[config.mk]
export PLATFORM = sky130hd
export DESIGN_NAME = at_hazard_unit
export DESIGN_NICKNAME = d
export VERILOG_FILES = /design/src/rtl/pipeline_pkg.sv /design/src/rtl/hazard_stage_reg.sv /design/src/rtl/at_hazard_unit.sv
export SDC_FILE = /design/constraint.sdc
export NUM_CORES = 1
export LEC_CHECK = 0
export ABC_AREA = 1
export BUFFER_PORTS_ARGS = -buffer_cell sky130_fd_sc_hd__buf_2
export CORE_MARGIN = 2
export CORE_UTILIZATION = 40
export CTS_BUF_LIST = sky130_fd_sc_hd__clkbuf_8
export CTS_CLUSTER_DIAMETER = 150
export DETAILED_ROUTE_END_ITERATION = 6
export HOLD_SLACK_MARGIN = 0.08
export SKIP_LAST_GASP = 1
export SLEW_MARGIN = 20
export SYNTH_ARGS = -nofsm -noshare
export SYNTH_HDL_FRONTEND = slang
export SYNTH_SLANG_ARGS = --single-unit
export TNS_END_PERCENT = 100
[constraint.sdc]
create_clock -name clk -period 2 [get_ports clk]
set_clock_uncertainty 0.1 [all_clocks]
set_input_delay 0.4 -clock clk [delete_from_list [all_inputs] [get_ports clk]]
set_output_delay 0.4 -clock clk [all_outputs]
set_load 0.01 [all_outputs]
[src/rtl/pipeline_pkg.sv]
// Shared hazard-unit types: field widths, forward-select encodings and the
// per-stage write/read record carried down the E/M/W shadow pipeline.
package pipeline_pkg;

    localparam int ADDR_W = 5;
    localparam int T_W    = 2;

    localparam logic [1:0] FWD_D_GRF = 2'd0;
    localparam logic [1:0] FWD_D_E   = 2'd1;
    localparam logic [1:0] FWD_D_M   = 2'd2;
    localparam logic [1:0] FWD_D_W   = 2'd3;

    localparam logic [1:0] FWD_E_REG = 2'd0;
    localparam logic [1:0] FWD_E_M   = 2'd1;
    localparam logic [1:0] FWD_E_W   = 2'd2;

    localparam logic FWD_M_REG = 1'b0;
    localparam logic FWD_M_W   = 1'b1;

    typedef struct packed {
        logic [ADDR_W-1:0] wa;
        logic [T_W-1:0]    tnew;
        logic [ADDR_W-1:0] ra1;
        logic [ADDR_W-1:0] ra2;
    } hazard_rec_t;

    localparam hazard_rec_t BUBBLE = '0;

    function automatic logic [T_W-1:0] tnew_dec(input logic [T_W-1:0] t);
        return (t == '0) ? '0 : t - 1'b1;
    endfunction

    // A stage can supply a reader only once its result already exists.
    function automatic logic fwd_hit(input hazard_rec_t r, input logic [ADDR_W-1:0] a);
        return (a != '0) && (r.wa == a) && (r.tnew == '0);
    endfunction

    function automatic logic stall_hit(input hazard_rec_t r, input logic [ADDR_W-1:0] a,
                                       input logic [T_W-1:0] tuse);
        return (a != '0) && (r.wa == a) && (r.tnew > tuse);
    endfunction

endpackage

[src/rtl/hazard_stage_reg.sv]
// One shadow-pipeline record register with bubble insert and optional
// saturating Tnew countdown on capture.
module hazard_stage_reg
    import pipeline_pkg::*;
(
    input  logic        clk,
    input  logic        reset,
    input  logic        bubble,
    input  logic        dec,
    input  hazard_rec_t d,
    output hazard_rec_t q
);

    always_ff @(posedge clk) begin
        if (reset || bubble) begin
            q <= BUBBLE;
        end else begin
            q.wa   <= d.wa;
            q.tnew <= dec ? tnew_dec(d.tnew) : d.tnew;
            q.ra1  <= d.ra1;
            q.ra2  <= d.ra2;
        end
    end

endmodule

[src/rtl/at_hazard_unit.sv]
// Tuse/Tnew hazard unit: ID stall request and D/E/M forwarding selects.
// Optional HAZARD_PERF_EN adds stall_cnt and fwd_cnt event counters.
module at_hazard_unit #(
    parameter int ADDR_W = pipeline_pkg::ADDR_W,
    parameter int T_W    = pipeline_pkg::T_W
) (
    input  logic              clk,
    input  logic              reset,
    input  logic [ADDR_W-1:0] RA1_ID,
    input  logic [ADDR_W-1:0] RA2_ID,
    input  logic [T_W-1:0]    Tuse_RA1,
    input  logic [T_W-1:0]    Tuse_RA2,
    input  logic [ADDR_W-1:0] WA_ID,
    input  logic [T_W-1:0]    Tnew,
    output logic              stall,
    output logic [1:0]        fwd_rs_d,
    output logic [1:0]        fwd_rt_d,
    output logic [1:0]        fwd_rs_e,
    output logic [1:0]        fwd_rt_e,
    output logic              fwd_rt_m
`ifdef HAZARD_PERF_EN
    ,
    output logic [31:0]       stall_cnt,
    output logic [31:0]       fwd_cnt
`endif
);

    import pipeline_pkg::*;

    hazard_rec_t id_rec;
    hazard_rec_t rec_e;
    hazard_rec_t rec_m;
    hazard_rec_t rec_w;

    assign id_rec = '{wa: WA_ID, tnew: Tnew, ra1: RA1_ID, ra2: RA2_ID};

    // E holds Tnew as annotated; the countdown starts on the E->M move.
    hazard_stage_reg u_stage_e (
        .clk    (clk),
        .reset  (reset),
        .bubble (stall),
        .dec    (1'b0),
        .d      (id_rec),
        .q      (rec_e)
    );

    hazard_stage_reg u_stage_m (
        .clk    (clk),
        .reset  (reset),
        .bubble (1'b0),
        .dec    (1'b1),
        .d      (rec_e),
        .q      (rec_m)
    );

    hazard_stage_reg u_stage_w (
        .clk    (clk),
        .reset  (reset),
        .bubble (1'b0),
        .dec    (1'b1),
        .d      (rec_m),
        .q      (rec_w)
    );

    always_comb begin
        stall = stall_hit(rec_e, RA1_ID, Tuse_RA1) | stall_hit(rec_m, RA1_ID, Tuse_RA1) |
                stall_hit(rec_e, RA2_ID, Tuse_RA2) | stall_hit(rec_m, RA2_ID, Tuse_RA2);
    end

    // Nearest ready producer wins; a not-yet-ready match falls through.
    always_comb begin
        fwd_rs_d = FWD_D_GRF;
        if (fwd_hit(rec_e, RA1_ID))      fwd_rs_d = FWD_D_E;
        else if (fwd_hit(rec_m, RA1_ID)) fwd_rs_d = FWD_D_M;
        else if (fwd_hit(rec_w, RA1_ID)) fwd_rs_d = FWD_D_W;

        fwd_rt_d = FWD_D_GRF;
        if (fwd_hit(rec_e, RA2_ID))      fwd_rt_d = FWD_D_E;
        else if (fwd_hit(rec_m, RA2_ID)) fwd_rt_d = FWD_D_M;
        else if (fwd_hit(rec_w, RA2_ID)) fwd_rt_d = FWD_D_W;

        fwd_rs_e = FWD_E_REG;
        if (fwd_hit(rec_m, rec_e.ra1))      fwd_rs_e = FWD_E_M;
        else if (fwd_hit(rec_w, rec_e.ra1)) fwd_rs_e = FWD_E_W;

        fwd_rt_e = FWD_E_REG;
        if (fwd_hit(rec_m, rec_e.ra2))      fwd_rt_e = FWD_E_M;
        else if (fwd_hit(rec_w, rec_e.ra2)) fwd_rt_e = FWD_E_W;

        fwd_rt_m = fwd_hit(rec_w, rec_m.ra2) ? FWD_M_W : FWD_M_REG;
    end

`ifdef HAZARD_PERF_EN
    logic any_fwd;

    assign any_fwd = (fwd_rs_d != '0) | (fwd_rt_d != '0) | (fwd_rs_e != '0) |
                     (fwd_rt_e != '0) | fwd_rt_m;

    always_ff @(posedge clk) begin
        if (reset) begin
            stall_cnt <= '0;
            fwd_cnt   <= '0;
        end else begin
            if (stall)   stall_cnt <= stall_cnt + 32'd1;
            if (any_fwd) fwd_cnt   <= fwd_cnt + 32'd1;
        end
    end
`endif

endmodule

==> reports/qor.yml <==
end_kind: "output port"
cp_max_fo: 3
grt-ovfl-total: 0
hold_violations: 0
clockBufferDepth: 2
tightest_slew_ns: 0.387
viasPerCell: 4.86
design_area_um2: 2880
drc: 0
required_ns: 1.50
fin_crit_ns: 2.05
max-slew-margin-rel: 0.741
n_antenna_cell: 0
setup_viol: 3
mostFrequentLayoutCell: "nand2_1"
drive_gt1_frac: 0.420
fp.dieW_um: 78.6
maxSlewViolCount: 0
violations: "setup timing"
netSwitchingPower_uw: 575
intPower_uw: 1220
synth_area_um2: 2230
critPathTopFamily: "flip-flops"
powerDensity_nw_per_um2: 624
leakagePower_uw: 0.00132
status: "finished with violations"
grt_pass1_vias: 1908
critical_path_buf_inv_count: 2
seq_power_share: 0.447
start_kind: "flop"
coreArea_um2: 5440
wirelength_um: 5700
place_area_um2: 2470
clk_pin_slew_worst_paths_ns: 0.07
synthesis.instances: 305
final_antenna_net_count: 0
cpMaxStageDelayCell: "dfxtp_4"
cts_hold_buf: 0
grt_pass1_wl_um: 9230
max_freq_mhz: 489
fin_crit_sh: 1.02
max_stage_delay_ns: 0.38
drv_cap: 0
dr.pass1.iters: 4
synth_cell_types: 29
irDropWorstVdd_mv: 0.383
grtUsageTotal: 0.194
rsz0062_at_grt: "true"
htreeDepth: 2
yosysWarnings: 0
std_cell_rows: 27
cts.sinks: 36
wire_per_inst_um: 13.4
syn_nets: 338
clockRootBuffer: "clkbuf_8"
yosysSeqAreaShare: 0.324
switching_share: 0.320
io_buffer_count: 32
final_cell_mix: "nand2_1, inv_1, nor2_1"
holdCritPathClass: "in2reg"
io_pins: 33
die_y_um: 78.6
cp_cell_sequence: "inv_4 -> ha_4 -> o21ai_1 -> a21oi_1 -> o2111ai_2 -> nor3_2 -> nor2_1 -> buf_2"
cp.arrival_ns: 1.55
nets: 384
clkLatencyLatePin_ns: 0.29
cts_buffers: 5
grt_max_degree: 20
dieArea_um2: 6180
gp_congestion: 0.944
syn_avg_cell_area_um2: 7.30
combPwrFrac: 0.248
clkPwrFrac: 0.305
grt_antenna_before_repair: 0
start_util: 0.409
cts_tree: "done"
utilization: 0.530
hpwl_um: 4280
routed-via-count: 2062
layout_setup_ws_ns: -0.0454
crit_type: "reg2out"
yosys_register_bits: 36
area_growth_pct: 29.5
drt_iter0_drc: 154
## synthesized netlist by cell type (all sizes together)
library cell / instances / area share
buf: 2 / 0.014
a21oi: 12 / 0.027
ha: 10 / 0.056
o22ai: 4 / 0.011
a221oi: 2 / 0.0079
o211ai: 2 / 0.0067
nor3: 8 / 0.018
a211oi: 2 / 0.0067
o2111ai: 4 / 0.016
nand2: 54 / 0.098
nand3: 14 / 0.043
o21ai: 8 / 0.018
dfxtp: 36 / 0.32
nor2: 57 / 0.14
xor2: 6 / 0.024
clkbuf: 4 / 0.0067
a21boi: 1 / 0.0034
inv: 56 / 0.094
nand4: 4 / 0.011
nor4: 2 / 0.0056
xnor2: 17 / 0.067
## state kept, by name, summed over array words and instances (netlist names)
name and cells:
u_stage_w.q 7, u_stage_m.q 12, u_stage_e.q 17
## power by group through the flow
stage / Sequential (uW) / Clock (uW) / Combinational, uW
4_1_cts: 801 / 555 / 396
3_5_place_dp: 815 / 0 / 372
2_1_floorplan: 800 / 0 / 272
5_1_grt: 811 / 590 / 495
6_report: 805 / 548 / 447
3_3_place_gp: 814 / 0 / 370
## per-stage QoR
step	TNS [ns]	hold WS [ns]	std cells	total power, uW	setup slack (ns)
floorplan	0	0.291	305	1070	0.141
global placement	0	0.312	408	1180	0.0160
detailed placement	0	0.320	408	1190	0.0194
CTS	-0.192	0.238	418	1750	-0.0908
global route	-0.464	0.243	424	1900	-0.0926
finish	-0.0833	0.244	424	1800	-0.0454
## cell families after synthesis
group	synth area share
compound gates	0.0967
flops	0.324
simple gates	0.318
fa+ha+maj	0.0562
xor+xnor	0.0905
buf+inv	0.115
## final timing paths
check / cells after the start / end / from / slack, ns
max: 8 / fwd_rs_e[1] / u_stage_m.q[11]$_SDFF_PP0_ / -0.05
min: 3 / u_stage_e.q[10]$_SDFF_PP0_ / Tnew[0] / 0.24
min reg2reg: 1 / u_stage_m.q[10]$_SDFF_PP0_ / u_stage_e.q[10]$_SDFF_PP0_ / 0.32
max reg2reg: 9 / u_stage_e.q[1]$_SDFF_PP0_ / u_stage_e.q[10]$_SDFF_PP0_ / 0.16
## cell type report
class / instances / area [um^2]
Timing Repair Buffer: 45 / 265
Clock buffer: 6 / 82.6
Fill cell: 527 / 2560
Multi-Input combinational cell: 207 / 1450
Sequential cell: 36 / 764
Inverter: 56 / 225
Tap cell: 72 / 90.1
Clock inverter: 2 / 10.0
## metal layers
metal,routed length (um),global-route usage
met1,2670,0.262
met2,2690,0.305
met3,261,0.0345
met4,76,0.0754
met5,0,0
## timing repair
item	in CTS	in global routing
endpoints found under the setup margin	9	9
buffers inserted	2	6
pin swaps	16	22
resized for setup	40	46
## worst register-to-register path, stage by stage (launching register included)
cell	delay, ns
dfxtp_2	0.34
inv_2	0.05
ha_1	0.28
a21oi_2	0.18
nand3_2	0.09
nand2_2	0.09
nor2_4	0.04
buf_4	0.13
nand2_4	0.29
nor2_1	0.13
Power figures use the tool's default switching activity.
